==> src/rtl/pm_irq_pkg.sv <==
// Shared definitions for the interrupt controller: register map, source count
// and the 2-bit priority type.
package pm_irq_pkg;

    localparam int unsigned NUM_SRC = 16;
    localparam int unsigned NUM_GRP = NUM_SRC / 2;

    localparam logic [23:0] ADDR_PRIO_LO = 24'h002020;
    localparam logic [23:0] ADDR_PRIO_HI = 24'h002021;
    localparam logic [23:0] ADDR_EN_LO   = 24'h002023;
    localparam logic [23:0] ADDR_EN_HI   = 24'h002024;
    localparam logic [23:0] ADDR_PEND_LO = 24'h002027;
    localparam logic [23:0] ADDR_PEND_HI = 24'h002028;

    typedef logic [1:0] prio_t;

    typedef enum logic [2:0] {
        REG_NONE,
        REG_PRIO_LO,
        REG_PRIO_HI,
        REG_EN_LO,
        REG_EN_HI,
        REG_PEND_LO,
        REG_PEND_HI
    } reg_sel_t;

    function automatic reg_sel_t decode_addr(input logic [23:0] addr);
        reg_sel_t sel;
        case (addr)
            ADDR_PRIO_LO: sel = REG_PRIO_LO;
            ADDR_PRIO_HI: sel = REG_PRIO_HI;
            ADDR_EN_LO:   sel = REG_EN_LO;
            ADDR_EN_HI:   sel = REG_EN_HI;
            ADDR_PEND_LO: sel = REG_PEND_LO;
            ADDR_PEND_HI: sel = REG_PEND_HI;
            default:      sel = REG_NONE;
        endcase
        return sel;
    endfunction

endpackage

==> src/rtl/irq_controller_arbiter.sv <==
// Combinational priority selector: highest level wins, ties go to the
// lowest source index.
module irq_arbiter
    import pm_irq_pkg::*;
(
    input  logic [15:0]        eligible,
    input  prio_t [15:0]       src_level,
    output logic               valid,
    output logic [3:0]         index,
    output prio_t              level
);

    always_comb begin
        valid = 1'b0;
        index = '0;
        level = '0;
        // Ascending scan with strict '>' keeps the lowest index on equal levels.
        for (int unsigned i = 0; i < NUM_SRC; i++) begin
            if (eligible[i] && (!valid || src_level[i] > level)) begin
                valid = 1'b1;
                index = 4'(i);
                level = src_level[i];
            end
        end
    end

endmodule

==> src/rtl/irq_controller.sv <==
// Edge-triggered interrupt controller: per-source pending/enable flags,
// per-group priority, registered request presentation with CPU acknowledge.
module irq_controller #(
    parameter int unsigned NUM_SRC = pm_irq_pkg::NUM_SRC
) (
    input  logic        clk,
    input  logic        reset,
    input  logic        bus_write,
    input  logic        bus_read,
    input  logic [23:0] bus_address_in,
    input  logic [7:0]  bus_data_in,
    output logic [7:0]  bus_data_out,
    input  logic [15:0] irq_in,
    input  logic [1:0]  cpu_mask,
    input  logic        irq_ack,
    output logic        irq_req,
    output logic [3:0]  irq_source,
    output logic [1:0]  irq_level
);
    import pm_irq_pkg::*;

    logic [15:0] prio_q, prio_d;
    logic [15:0] en_q, en_d;
    logic [15:0] pend_q, pend_d;
    logic [15:0] irq_prev_q, irq_prev_d;
    logic        arm_q, arm_d;
    logic        irq_req_q, irq_req_d;
    logic [3:0]  irq_source_q, irq_source_d;
    prio_t       irq_level_q, irq_level_d;

    reg_sel_t     sel;
    logic [15:0]  sw_clr;
    logic [15:0]  ack_clr;
    logic [15:0]  rise;
    logic         ack_take;
    logic [15:0]  eligible;
    prio_t [15:0] src_level;
    logic         arb_valid;
    logic [3:0]   arb_index;
    prio_t        arb_level;

    // Reads have no side effects, so the strobe is not needed by the logic.
    logic unused_bus_read;
    assign unused_bus_read = bus_read;

    assign sel = decode_addr(bus_address_in);

    always_comb begin
        prio_d = prio_q;
        en_d   = en_q;
        sw_clr = '0;
        if (bus_write) begin
            case (sel)
                REG_PRIO_LO: prio_d[7:0]  = bus_data_in;
                REG_PRIO_HI: prio_d[15:8] = bus_data_in;
                REG_EN_LO:   en_d[7:0]    = bus_data_in;
                REG_EN_HI:   en_d[15:8]   = bus_data_in;
                REG_PEND_LO: sw_clr[7:0]  = bus_data_in;
                REG_PEND_HI: sw_clr[15:8] = bus_data_in;
                default:     ;
            endcase
        end
    end

    // arm_q suppresses edge detection on the first edge after reset, so lines
    // already high during reset are absorbed into irq_prev_q without a flag.
    always_comb begin
        irq_prev_d = irq_in;
        arm_d      = 1'b1;
        rise       = arm_q ? (irq_in & ~irq_prev_q) : '0;
        ack_take   = irq_ack & irq_req_q;
        ack_clr    = '0;
        if (ack_take) begin
            ack_clr[irq_source_q] = 1'b1;
        end
        pend_d = (pend_q & ~(sw_clr | ack_clr)) | rise;
    end

    always_comb begin
        for (int unsigned i = 0; i < NUM_SRC; i++) begin
            src_level[i] = prio_q[2*(i/2) +: 2];
            eligible[i]  = pend_q[i] & en_q[i] & (src_level[i] != '0)
                         & (src_level[i] > cpu_mask);
        end
    end

    irq_arbiter u_arbiter (
        .eligible  (eligible),
        .src_level (src_level),
        .valid     (arb_valid),
        .index     (arb_index),
        .level     (arb_level)
    );

    always_comb begin
        irq_req_d    = arb_valid & ~ack_take;
        irq_source_d = irq_req_d ? arb_index : '0;
        irq_level_d  = irq_req_d ? arb_level : '0;
    end

    always_ff @(posedge clk) begin
        if (reset) begin
            prio_q       <= '0;
            en_q         <= '0;
            pend_q       <= '0;
            irq_prev_q   <= '0;
            arm_q        <= 1'b0;
            irq_req_q    <= 1'b0;
            irq_source_q <= '0;
            irq_level_q  <= '0;
        end else begin
            prio_q       <= prio_d;
            en_q         <= en_d;
            pend_q       <= pend_d;
            irq_prev_q   <= irq_prev_d;
            arm_q        <= arm_d;
            irq_req_q    <= irq_req_d;
            irq_source_q <= irq_source_d;
            irq_level_q  <= irq_level_d;
        end
    end

    always_comb begin
        bus_data_out = '0;
        case (sel)
            REG_PRIO_LO: bus_data_out = prio_q[7:0];
            REG_PRIO_HI: bus_data_out = prio_q[15:8];
            REG_EN_LO:   bus_data_out = en_q[7:0];
            REG_EN_HI:   bus_data_out = en_q[15:8];
            REG_PEND_LO: bus_data_out = pend_q[7:0];
            REG_PEND_HI: bus_data_out = pend_q[15:8];
            default:     bus_data_out = '0;
        endcase
    end

    assign irq_req    = irq_req_q;
    assign irq_source = irq_source_q;
    assign irq_level  = irq_level_q;

endmodule

==> config.mk <==
export PLATFORM = sky130hd
export DESIGN_NAME = irq_controller
export DESIGN_NICKNAME = d
export VERILOG_FILES = /design/src/rtl/pm_irq_pkg.sv /design/src/rtl/irq_controller_arbiter.sv /design/src/rtl/irq_controller.sv
export SDC_FILE = /design/constraint.sdc
export NUM_CORES = 1
export LEC_CHECK = 0
export ABC_CLOCK_PERIOD_IN_PS = 20400
export CAP_MARGIN = 20
export CORE_MARGIN = 3
export CORE_UTILIZATION = 50
export DETAILED_ROUTE_END_ITERATION = 7
export PLACE_DENSITY = 0.77
export SLEW_MARGIN = 20
export SYNTH_ARGS = -nofsm -noshare
export SYNTH_HDL_FRONTEND = slang
export SYNTH_SLANG_ARGS = --single-unit
==> constraint.sdc <==
create_clock -name clk -period 20.4 [get_ports clk]
set_clock_uncertainty 0.1 [all_clocks]
set_input_delay 4.08 -clock clk [delete_from_list [all_inputs] [get_ports clk]]
set_output_delay 4.08 -clock clk [all_outputs]
set_load 0.02 [all_outputs]
; ---- Yosys cells after proc, flatten, opt, wreduce, memory -nomap -nowiden
; Index checks and enable logic that the tools add are counted.
[totals]
input_bits = 55
romBits = 0
out_inout_bits = 15
register_bits = 72
latchBits = 0
elab_cells = 221
mem_bits_rw = 0
memories = 0
[op_classes]
reduce_logical = 59
n_div = 0
n_mux = 57
n_mul = 0
shifts = 0
eq_ne = 12
add_sub_neg = 0
n_lt_le_gt_ge = 25
bitwise_logic = 58
[op_table]
columns = op, n
row1 = $eq 24x14->1 const B, 6
row2 = $and 1x1->1, 50
row3 = $mux 16, 3
row4 = $pmux 8 s6, 1
row5 = $gt 2x2->1, 23
row6 = $mux 2, 18
row7 = $and 16x16->16, 2
row8 = $mux 4, 8
row9 = $not 16->16, 2
row10 = $or 16x16->16, 2
row11 = $mux 1, 19
row12 = $pmux 3 s6, 1
row13 = $logic_and 1x1->1, 16
row14 = $mux 8, 2
row15 = $reduce_bool 2->1, 8
row16 = $logic_not 1->1, 15
row17 = $logic_or 1x1->1, 15
row18 = $mux 3, 4
row19 = $eq 3x3->1 const B, 3
row20 = $reduce_and 2->1, 4
row21 = $eq 3x2->1 const B, 2
row22 = $lt 4x5->1 const B, 1
row23 = $demux 1 s4, 1
row24 = $ge 4x1->1 const B, 1
row25 = 3 further kinds, 4

; ---- Depth between registers and ports, before layout
; Gate-level depths: netlist (run 1).
[logic_depth]
depth_word = 67
mapped_depth = 98
depth_no_buf = 97

; ---- By module
; Synthesis (run 1) repeated with hierarchy kept, for this count alone.
[unflattened]
cells_unflattened = 727
hier_area_um2 = 5637.9
[by_module_without_submodules]
columns = module, seq_area_each_um2, area_each_um2, cells_per_inst, n_inst
row1 = irq_controller, 1441.4, 3961.3, 483, 1
row2 = irq_arbiter, 0.0, 1676.6, 244, 1

; ---- Least setup slack after synthesis (run 1)
; OpenSTA, ideal clock, no wires.
[synth_timing]
kind = in2reg
startpoint = input port cpu_mask[1]
endpoint = register irq_level_q[0] (netlist: irq_level[0])
path_buffers = 1
path_stages = 95
arrival_time_ns = 21.211
path_slack_ns = -0.980
required_ns = 20.231
setup_ns = 0.069
path_cell_list = inv_1 ha_1 nor2b_2 o211ai_2 nor2_1 ha_1 nor2_1 o21bai_1 a311oi_1 mux2_2 ha_1 nor2_1 o21bai_1 a311oi_1 o21ai_0 o41ai_1 ha_1 nor2_1 [59 not listed] nor2_1 a21oi_1 ha_1 nand2_1 o21ai_0 a21oi_1 inv_1 nand2_1 o22ai_1 a31o_1 ha_1 nand2_1 o21ai_0 a21oi_1 nor2_1 nand3_1 o32a_1 o21ai_1
[synth_between]
elab_chain_cells = 66
elab_cells_between_ends = 119
classes_between = 23 x order compare / 32 x mux / 18 x bitwise / 46 x reduce/logical
[synth_rtl]
columns = item, line_no
row1 = from (decl), irq_controller.sv:14  ; input logic [1:0] cpu_mask,
row2 = $gt 2x2->1, irq_controller.sv:83  ; & (src_level[i] > cpu_mask);
row3 = $and 1x1->1, irq_controller.sv:83
row4 = $mux 2 or $mux 1 (tied branches), irq_controller_arbiter.sv:19  ; if (eligible[i] && (!valid || src_level[i] > level)) begin
row5 = $gt 2x2->1 or $logic_not 1->1 (tied branches), irq_controller_arbiter.sv:19
row6 = $logic_or 1x1->1, irq_controller_arbiter.sv:19
row7 = $logic_and 1x1->1, irq_controller_arbiter.sv:19
row8 = $mux 2 or $mux 1 (tied branches), irq_controller_arbiter.sv:19
row9 = $gt 2x2->1 or $logic_not 1->1 (tied branches), irq_controller_arbiter.sv:19
row10 = [50 not listed], n/a
row11 = $mux 2 or $mux 1 (tied branches), irq_controller_arbiter.sv:19
row12 = $gt 2x2->1 or $logic_not 1->1 (tied branches), irq_controller_arbiter.sv:19
row13 = $logic_or 1x1->1, irq_controller_arbiter.sv:19
row14 = $logic_and 1x1->1, irq_controller_arbiter.sv:19
row15 = $mux 1, irq_controller_arbiter.sv:19
row16 = $and 1x1->1, irq_controller.sv:96  ; irq_req_d = arb_valid & ~ack_take;
row17 = $not 1->1 (no source line), n/a
row18 = $reduce_or 2->1 (no source line), n/a
row19 = to (signal assigned), irq_controller.sv:119  ; irq_level_q <= irq_level_d;
row20 = to (decl), irq_controller.sv:29  ; prio_t irq_level_q, irq_level_d;
; Several ways; a longest one is shown, not always the timed one.
; A chain may end at the register's enable or synchronous reset.

; ---- Final worst setup path (run 1)
; Ends and elaborated chain as after synthesis.

==> results of run 1 <==
==> per-stage QoR <==
| step | setup WS [ns] | total power [mW] |
|---|---|---|
| 2_1_floorplan | 0.02907 | 0.1606 |
| 3_3_place_gp | -0.6838 | 0.1772 |
| 3_5_place_dp | -1.109 | 0.1779 |
| 4_1_cts | -0.4099 | 0.2884 |
| 5_1_grt | -0.7051 | 0.2985 |
| 6_report | 0.1444 | 0.2891 |
==> final cells by class <==
cell class,count,area (um2),share of cell area (%)
clock buffers,10,127.6,1.892
flip-flops and latches,72,1441,21.37
multi-input cells,495,3628,53.80
repair buffers,136,1194,17.70
well taps,129,161.4,2.393
clock inverters,6,68.82,1.020
inverters,31,122.6,1.818
==> per-layer routing <==
layer  wire [um]  share of wire (%)  up-vias
met5           0                  0        -
met2        7433                 47      242
met3        1125                7.2       57
li1            -                  -     2574
met1        6504                 41     2487
met4         631                4.0        0
==> timing repair <==
| action | in CTS | in global routing |
|---|---|---|
| pin swaps | 24 | 53 |
| setup endpoints to repair | 6 | 6 |
| hold endpoints to repair | 0 | 0 |
| gates resized for setup | 10 | 38 |
| cloned | 0 | 0 |
| buffers inserted | 7 | 13 |
==> cells in the final DEF, fill, tap and decap left out, types with 4 or more instances in the layout <==
cell	n
o21ai_1	4
nor3_1	5
ha_4	10
o21a_1	5
a21oi_2	8
nor2_4	5
nand3_1	52
clkbuf_8	9
buf_4	67
inv_1	26
clkinvlp_4	5
o211ai_1	4
a21oi_1	53
a41o_1	4
o21ai_2	4
nor2_1	28
o21ai_0	15
clkdlybuf4s50_1	65
and2_1	5
nor2b_1	24
a22oi_1	24
nand2b_1	4
dfxtp_1	72
nor2_2	11
ha_1	23
nand4_1	7
mux2_4	4
nor4_1	4
nand2_1	80
a31oi_1	12
==> sequential cells by signal, summed over array words and instances, names as in the netlist <==
signal and flops:
irq_req 1, irq_source 4, prio_q 16, en_q 16, arm_q 1, irq_prev_q 16
irq_level 2, pend_q 16
==> power by group through the flow <==
stage / Combinational [mW] / Clock, mW / Sequential (mW)
finish: 0.0273 / 0.114 / 0.148
global route: 0.0298 / 0.120 / 0.148
CTS: 0.0269 / 0.113 / 0.148
detailed placement: 0.0266 / 0 / 0.151
floorplan: 0.0113 / 0 / 0.149
global placement: 0.0260 / 0 / 0.151
==> critical path: cells and delay by family <==
kind                       cells  cell delay, ns
buffers and inverters          8            0.78
and+or+nand+nor               29            3.23
muxes                          6            1.71
adders and majority gates     16            4.34
AOI/OAI and AO/OA             37            6.30
==> logic make-up (layout without fill, tap and decap cells) <==
kind of cell / count (synthesis) / in the layout / synth area share (%)
AO/OA/AOI/OAI: 201 / 201 / 29.94
adder cells (fa/ha/maj): 35 / 35 / 8.909
buffers and inverters: 55 / 183 / 4.544
flip-flops: 72 / 72 / 29.58
multiplexers: 7 / 7 / 1.617
AND/OR/NAND/NOR: 252 / 252 / 25.42
==> worst paths after layout <==
| kind | slack, ns | to | from | cells past startpoint |
|---|---|---|---|---|
| max | 0.14 | irq_level[0]$_SDFF_PP0_ | cpu_mask[1] | 96 |
| min | 0.38 | en_q[12]$_SDFFE_PP0P_ | en_q[12]$_SDFFE_PP0P_ | 2 |
| max reg2reg | 3.51 | irq_level[0]$_SDFF_PP0_ | prio_q[1]$_SDFFE_PP0P_ | 94 |
| min reg2reg | 0.38 | en_q[12]$_SDFFE_PP0P_ | en_q[12]$_SDFFE_PP0P_ | 2 |
==> summary.md, run 1 <==
| Metric | Value |
|---|---|
| Via-to-Cell Ratio | `6.098` |
| Ys Warns | `0` |
| Flop pwr share | `51.3%` |
| M2 GR Usage | `45.74%` |
| Largest area contributor in the netlist | `dfxtp_1` |
| Outcome | `finished, final reports clean` |
| Share of layout cells above drive strength 1 | `23.47%` |
| Global route hottest layer | `met2` |
| Sw frac | `25.26%` |
| Clk sink count | `72` |
| Antenna violations before repair | `0` |
| Internal Pwr Total | `0.2161 mW` |
| DP Cell Count | `843` |
| RSZ-0062 raised after global routing | `yes` |
| DR iter-0 viols | `533` |
| Final Hold Fails | `0` |
| Drt pass-1 iters | `6` |
| Worst EP required | `slightly above 20 ns` |
| Gate power share | `around a tenth` |
| Most frequent cell after synthesis | `nand2_1` |
| Area Growth Syn to Fin | `38.38%` |
| Dpl cell area | `between 0.006 and 0.007 mm2` |
| Drc violations | `0` |
| VDD IR max | `0.08421 mV` |
| Initial core utilization | `52.00%` |
| CP peak stage delay | `0.40 ns` |
| TritonCTS clock tree | `done` |
| Crit end category | `register` |
| Slew Limit Fails | `0` |
| Die W | `104.7 um` |
| Die height | `104.7 um` |
| Clock group share of total power | `39.3%` |
| Switching power | `0.07304 mW` |
| Post-layout util | `71.96%` |
| Die outline area | `0.01097 mm2` |
| Cell variety after synth | `79` |
| WL per Instance | `17.85 um` |
| Filler cells | `775` |
| Sequential fraction of the synthesis area | `between 20% and 30%` |
| Synth area leaders | `dfxtp_1, ha_1, a21oi_1, nand2_1, nand3_1` |
| EDFF count, synth | `0` |
| Asr flop ratio synth | `0%` |
| Port bufs | `68` |
| Row count | `35` |
| Final Cell Area | `0.006744 mm2` |
| GR Util met3 | `about 5.3%` |
| Clock Latency Late Sink | `0.35 ns` |
| Worst setup SP type | `input pin` |
| Top-area cell type share of the netlist area | `29.58%` |
| CP Data Arrival Time | `20.44 ns` |
| DP HPWL | `~12000 um` |
| Htree depth | `3` |
| Max clock buf depth | `2` |
| Primary FF master, synth | `dfxtp_1` |
| GPL Wtd Cong | `0.8925` |
| # diodes | `0` |
| Total core area | `~0.0094 mm2` |
| Cells after Synth | `622` |
| Seq cells post-synth | `72` |
| Synth Net Count | `710` |
| CTS Hold Bufs | `0` |
| Hold slack | `0.3755 ns` |
| First-pass GRT wire length | `24920 um` |
| Clock transition at path regs | `0.08 ns` |
| TNS Setup | `0 ns` |
| Setup violations, final | `0` |
| TritonCTS buffer count | `9` |
| GR Overflow Total | `0` |
| Syn_area_per_cell | `7.835 um2` |
| Routed WL | `15690 um` |
| Measured slew at the worst slew-check pin | `1.126 ns` |
| WS Path Type | `in -> reg` |
| Met1 Use GR | `35.33%` |
| Minimum clock period | `20.26 ns` |
| Routed Antenna Nets | `0` |
| Layout Cells excl Fill | `879` |
| Vias | `5360` |
| CP max-delay cell | `or3b_4` |
| Maxcap violations | `0` |
| Fin crit share | `99.29%` |
| Overall global routing resource usage | `27.69%` |
| LEAKAGE | `2.500 nW` |
| HP Class | `reg -> reg` |
| CP Max Fanout | `5` |
| PwrDens | `between 40 and 50 mW/mm2` |
| Fin nets | `833` |
| Post-synthesis cell area | `about 0.005 mm2` |
| Synth cell count leaders | `nand2_1, dfxtp_1, a21oi_1` |
| Vias in the first global route | `5180` |
| Worst rel slew slack | `24.63%` |
| Number of I/O pins | `70` |
| Max frequency | `0.04937 GHz` |
| Largest net degree at the start of global routing | `63` |
| CTS root buf | `clkbuf_8` |
Note: power is estimated with default switching activity, not from simulation.
==> inputs of run 2 (changes only) <==
==> constraint.sdc (replaced) <==
create_clock -name clk -period 20.4 [get_ports clk]
set_clock_uncertainty 0.1 [all_clocks]
set_input_delay 2.04 -clock clk [delete_from_list [all_inputs] [get_ports clk]]
set_output_delay 2.04 -clock clk [all_outputs]
set_load 0.02 [all_outputs]
==> summary.md, run 2 (same netlist as run 1, synthesis figures left out) <==
| Metric | Value |
|---|---|
| PwrDens | `49.22 mW/mm2 (+15%)` |
| Setup ws final | `1.028 ns (+0.8839 ns)` |
| Via-to-Cell Ratio | `6.227 (+2.1%)` |
| Post-layout util | `65.11% (-6.8 points)` |
| Sw frac | `23.94% (-1.3 points)` |
| Initial core utilization | `52.00% (unchanged)` |
| Total core area | `0.009371 mm2 (unchanged)` |
| Buf/Inv on CP | `9 (+1)` |
| Outcome | `finished, final reports clean` |
| LEAKAGE | `2.255 nW (-9.8%)` |
| Antenna violations before repair | `0 (unchanged)` |
| Layout Cells excl Fill | `834 (-5.1%)` |
| Die height | `104.7 um (unchanged)` |
| GPL Wtd Cong | `0.9040 (+1.3%)` |
| WS Path Type | `in -> reg` |
| Clock group share of total power | `41.7% (+2.4 points)` |
| TritonCTS buffer count | `9 (unchanged)` |
| CP Data Arrival Time | `19.54 ns (-0.90 ns)` |
| Clock Latency Late Sink | `0.35 ns (about the same)` |
| Gate power share | `9.0% (-0.4 points)` |
| Setup violations, final | `0 (unchanged)` |
| Worst EP required | `20.57 ns (-0.02 ns)` |
| Fin crit share | `94.96% (-4.3 points)` |
| GR Overflow Total | `0 (unchanged)` |
| Port bufs | `68 (unchanged)` |
| WL per Instance | `17.92 um (+0.38%)` |
| Internal Pwr Total | `0.2284 mW (+5.7%)` |
| Dpl cell area | `0.005761 mm2 (-6.6%)` |
| Row count | `35 (unchanged)` |
| Largest net degree at the start of global routing | `63 (unchanged)` |
| DP Cell Count | `815 (-3.3%)` |
| Routed WL | `14950 um (-4.8%)` |
| Cell mode on critical path | `ha_1` |
| Measured slew at the worst slew-check pin | `1.094 ns (-0.03184 ns)` |
| Vias in the first global route | `5077 (-2.0%)` |
| VDD IR max | `0.05331 mV (-37%)` |
| CP peak stage delay | `0.45 ns (+0.05 ns)` |
| Die outline area | `0.01097 mm2 (unchanged)` |
| CTS Hold Bufs | `0 (unchanged)` |
| Most common cell after layout, fill and taps aside | `nand2_1` |
| Crit end category | `register` |
| Drt pass-1 iters | `5 (-1)` |
| CP max-delay cell | `clkdlybuf4s50_1` |
| Commonest cells after routing, fill and taps aside | `nand2_1, dfxtp_1, clkdlybuf4s50_1, a21oi_1, nand3_1` |
| First-pass GRT wire length | `24070 um (-3.4%)` |
| HP Class | `reg -> reg` |
| DR iter-0 viols | `516 (-3.2%)` |
| Overall global routing resource usage | `26.71% (-0.98 points)` |
| DP HPWL | `11270 um (-2.3%)` |
| Drc violations | `0 (unchanged)` |
| Routed Antenna Nets | `0 (unchanged)` |
| Switching power | `0.07189 mW (-1.6%)` |
| Clock transition at path regs | `0.08 ns (about the same)` |
| Max clock buf depth | `2 (unchanged)` |
| Flop pwr share | `49.4% (-1.9 points)` |
| Number of I/O pins | `70 (unchanged)` |
| Minimum clock period | `19.37 ns (-0.8839 ns)` |
| Worst rel slew slack | `26.77% (+2.1 points)` |
| Clk sink count | `72 (unchanged)` |
| Final Cell Area | `0.006102 mm2 (-9.5%)` |
| Die W | `104.7 um (unchanged)` |
| Area Growth Syn to Fin | `25.21%` |
| CTS root buf | `clkbuf_8` |
| Kind of cell adding the most delay to the critical path | `compound AO/OA/AOI/OAI gates` |
| Maxcap violations | `0 (unchanged)` |
| Fin nets | `788 (-5.4%)` |
| TritonCTS clock tree | `done` |
| Share of layout cells above drive strength 1 | `13.05% (-10 points)` |
| Final Hold Fails | `0 (unchanged)` |
| Pre-CTS setup slack | `-0.1077 ns (+1.002 ns)` |
| CP Max Fanout | `6 (+1)` |
| Max frequency | `0.05162 GHz (+4.6%)` |
| Worst setup SP type | `input pin` |
| Hold slack | `0.3724 ns (-0.003178 ns)` |
| # diodes | `0 (unchanged)` |
| Slew Limit Fails | `0 (unchanged)` |
| Htree depth | `3 (unchanged)` |
| Vias | `5193 (-3.1%)` |
run 2: cell types whose count changed in the layout (fill, tap and decap cells not counted), moves of 5 or more:
cell	before	now
nor2_2	11	6
a21oi_1	53	60
ha_4	10	1
a21oi_2	8	1
nor2_1	28	36
buf_4	67	23
ha_1	23	32
run 2: layout make-up:
cell class,instances,area [um2]
repair buffers,91,848.3
well taps,129,161.4
clock inverters,6,92.59
flip-flops and latches,72,1441
multi-input cells,495,3314
fillers,827,3269
inverters,31,116.4
clock buffers,10,127.6
run 2: repair_timing:
item	4_1_cts	5_1_grt
setup endpoints to repair	0	6
resized for setup	0	23
endpoints found under the hold margin	0	0
setup buffers	0	3
run 2: through the flow:
stage	power [mW]	TNS, ns
final	0.3003	0
after global routing	0.3104	-0.3682
after CTS	0.3002	0
after detailed placement	0.1774	-0.3796
after global placement	0.1764	0
after floorplan	0.1602	0
run 2: worst paths after layout:
path | start | end | slack (ns) | depth (start not counted)
worst max-delay path | cpu_mask[1] | irq_source[3]$_SDFF_PP0_ | 1.03 | 96
worst max register to register | prio_q[0]$_SDFFE_PP0P_ | irq_source[3]$_SDFF_PP0_ | 2.67 | 95
worst min register to register | en_q[4]$_SDFFE_PP0P_ | en_q[4]$_SDFFE_PP0P_ | 0.37 | 2
worst min-delay path | en_q[4]$_SDFFE_PP0P_ | en_q[4]$_SDFFE_PP0P_ | 0.37 | 2
run 2: layer usage:
metal | GRT usage (%) | share of wire, % | vias up
li1 | - | - | 2489
met1 | 34.06 | 41 | 2411
met2 | 44.13 | 48 | 242
met3 | 4.262 | 7.4 | 51
met4 | 12.46 | 4.2 | 0
met5 | 0 | 0 | -
run 2: tightest hold or removal path, delay by kind of cell (launching register included):
kind	cells	cell delay [ns]
and+or+nand+nor	1	0.05
AOI/OAI and AO/OA	1	0.05
DFF	1	0.32
run 2: power groups by stage:
stage	Sequential, mW	Clock, mW	Combinational [mW]
2_1_floorplan	0.149	0	0.0109
3_3_place_gp	0.151	0	0.0253
3_5_place_dp	0.151	0	0.0261
4_1_cts	0.148	0.126	0.0262
5_1_grt	0.149	0.133	0.0293
6_report	0.148	0.125	0.0269
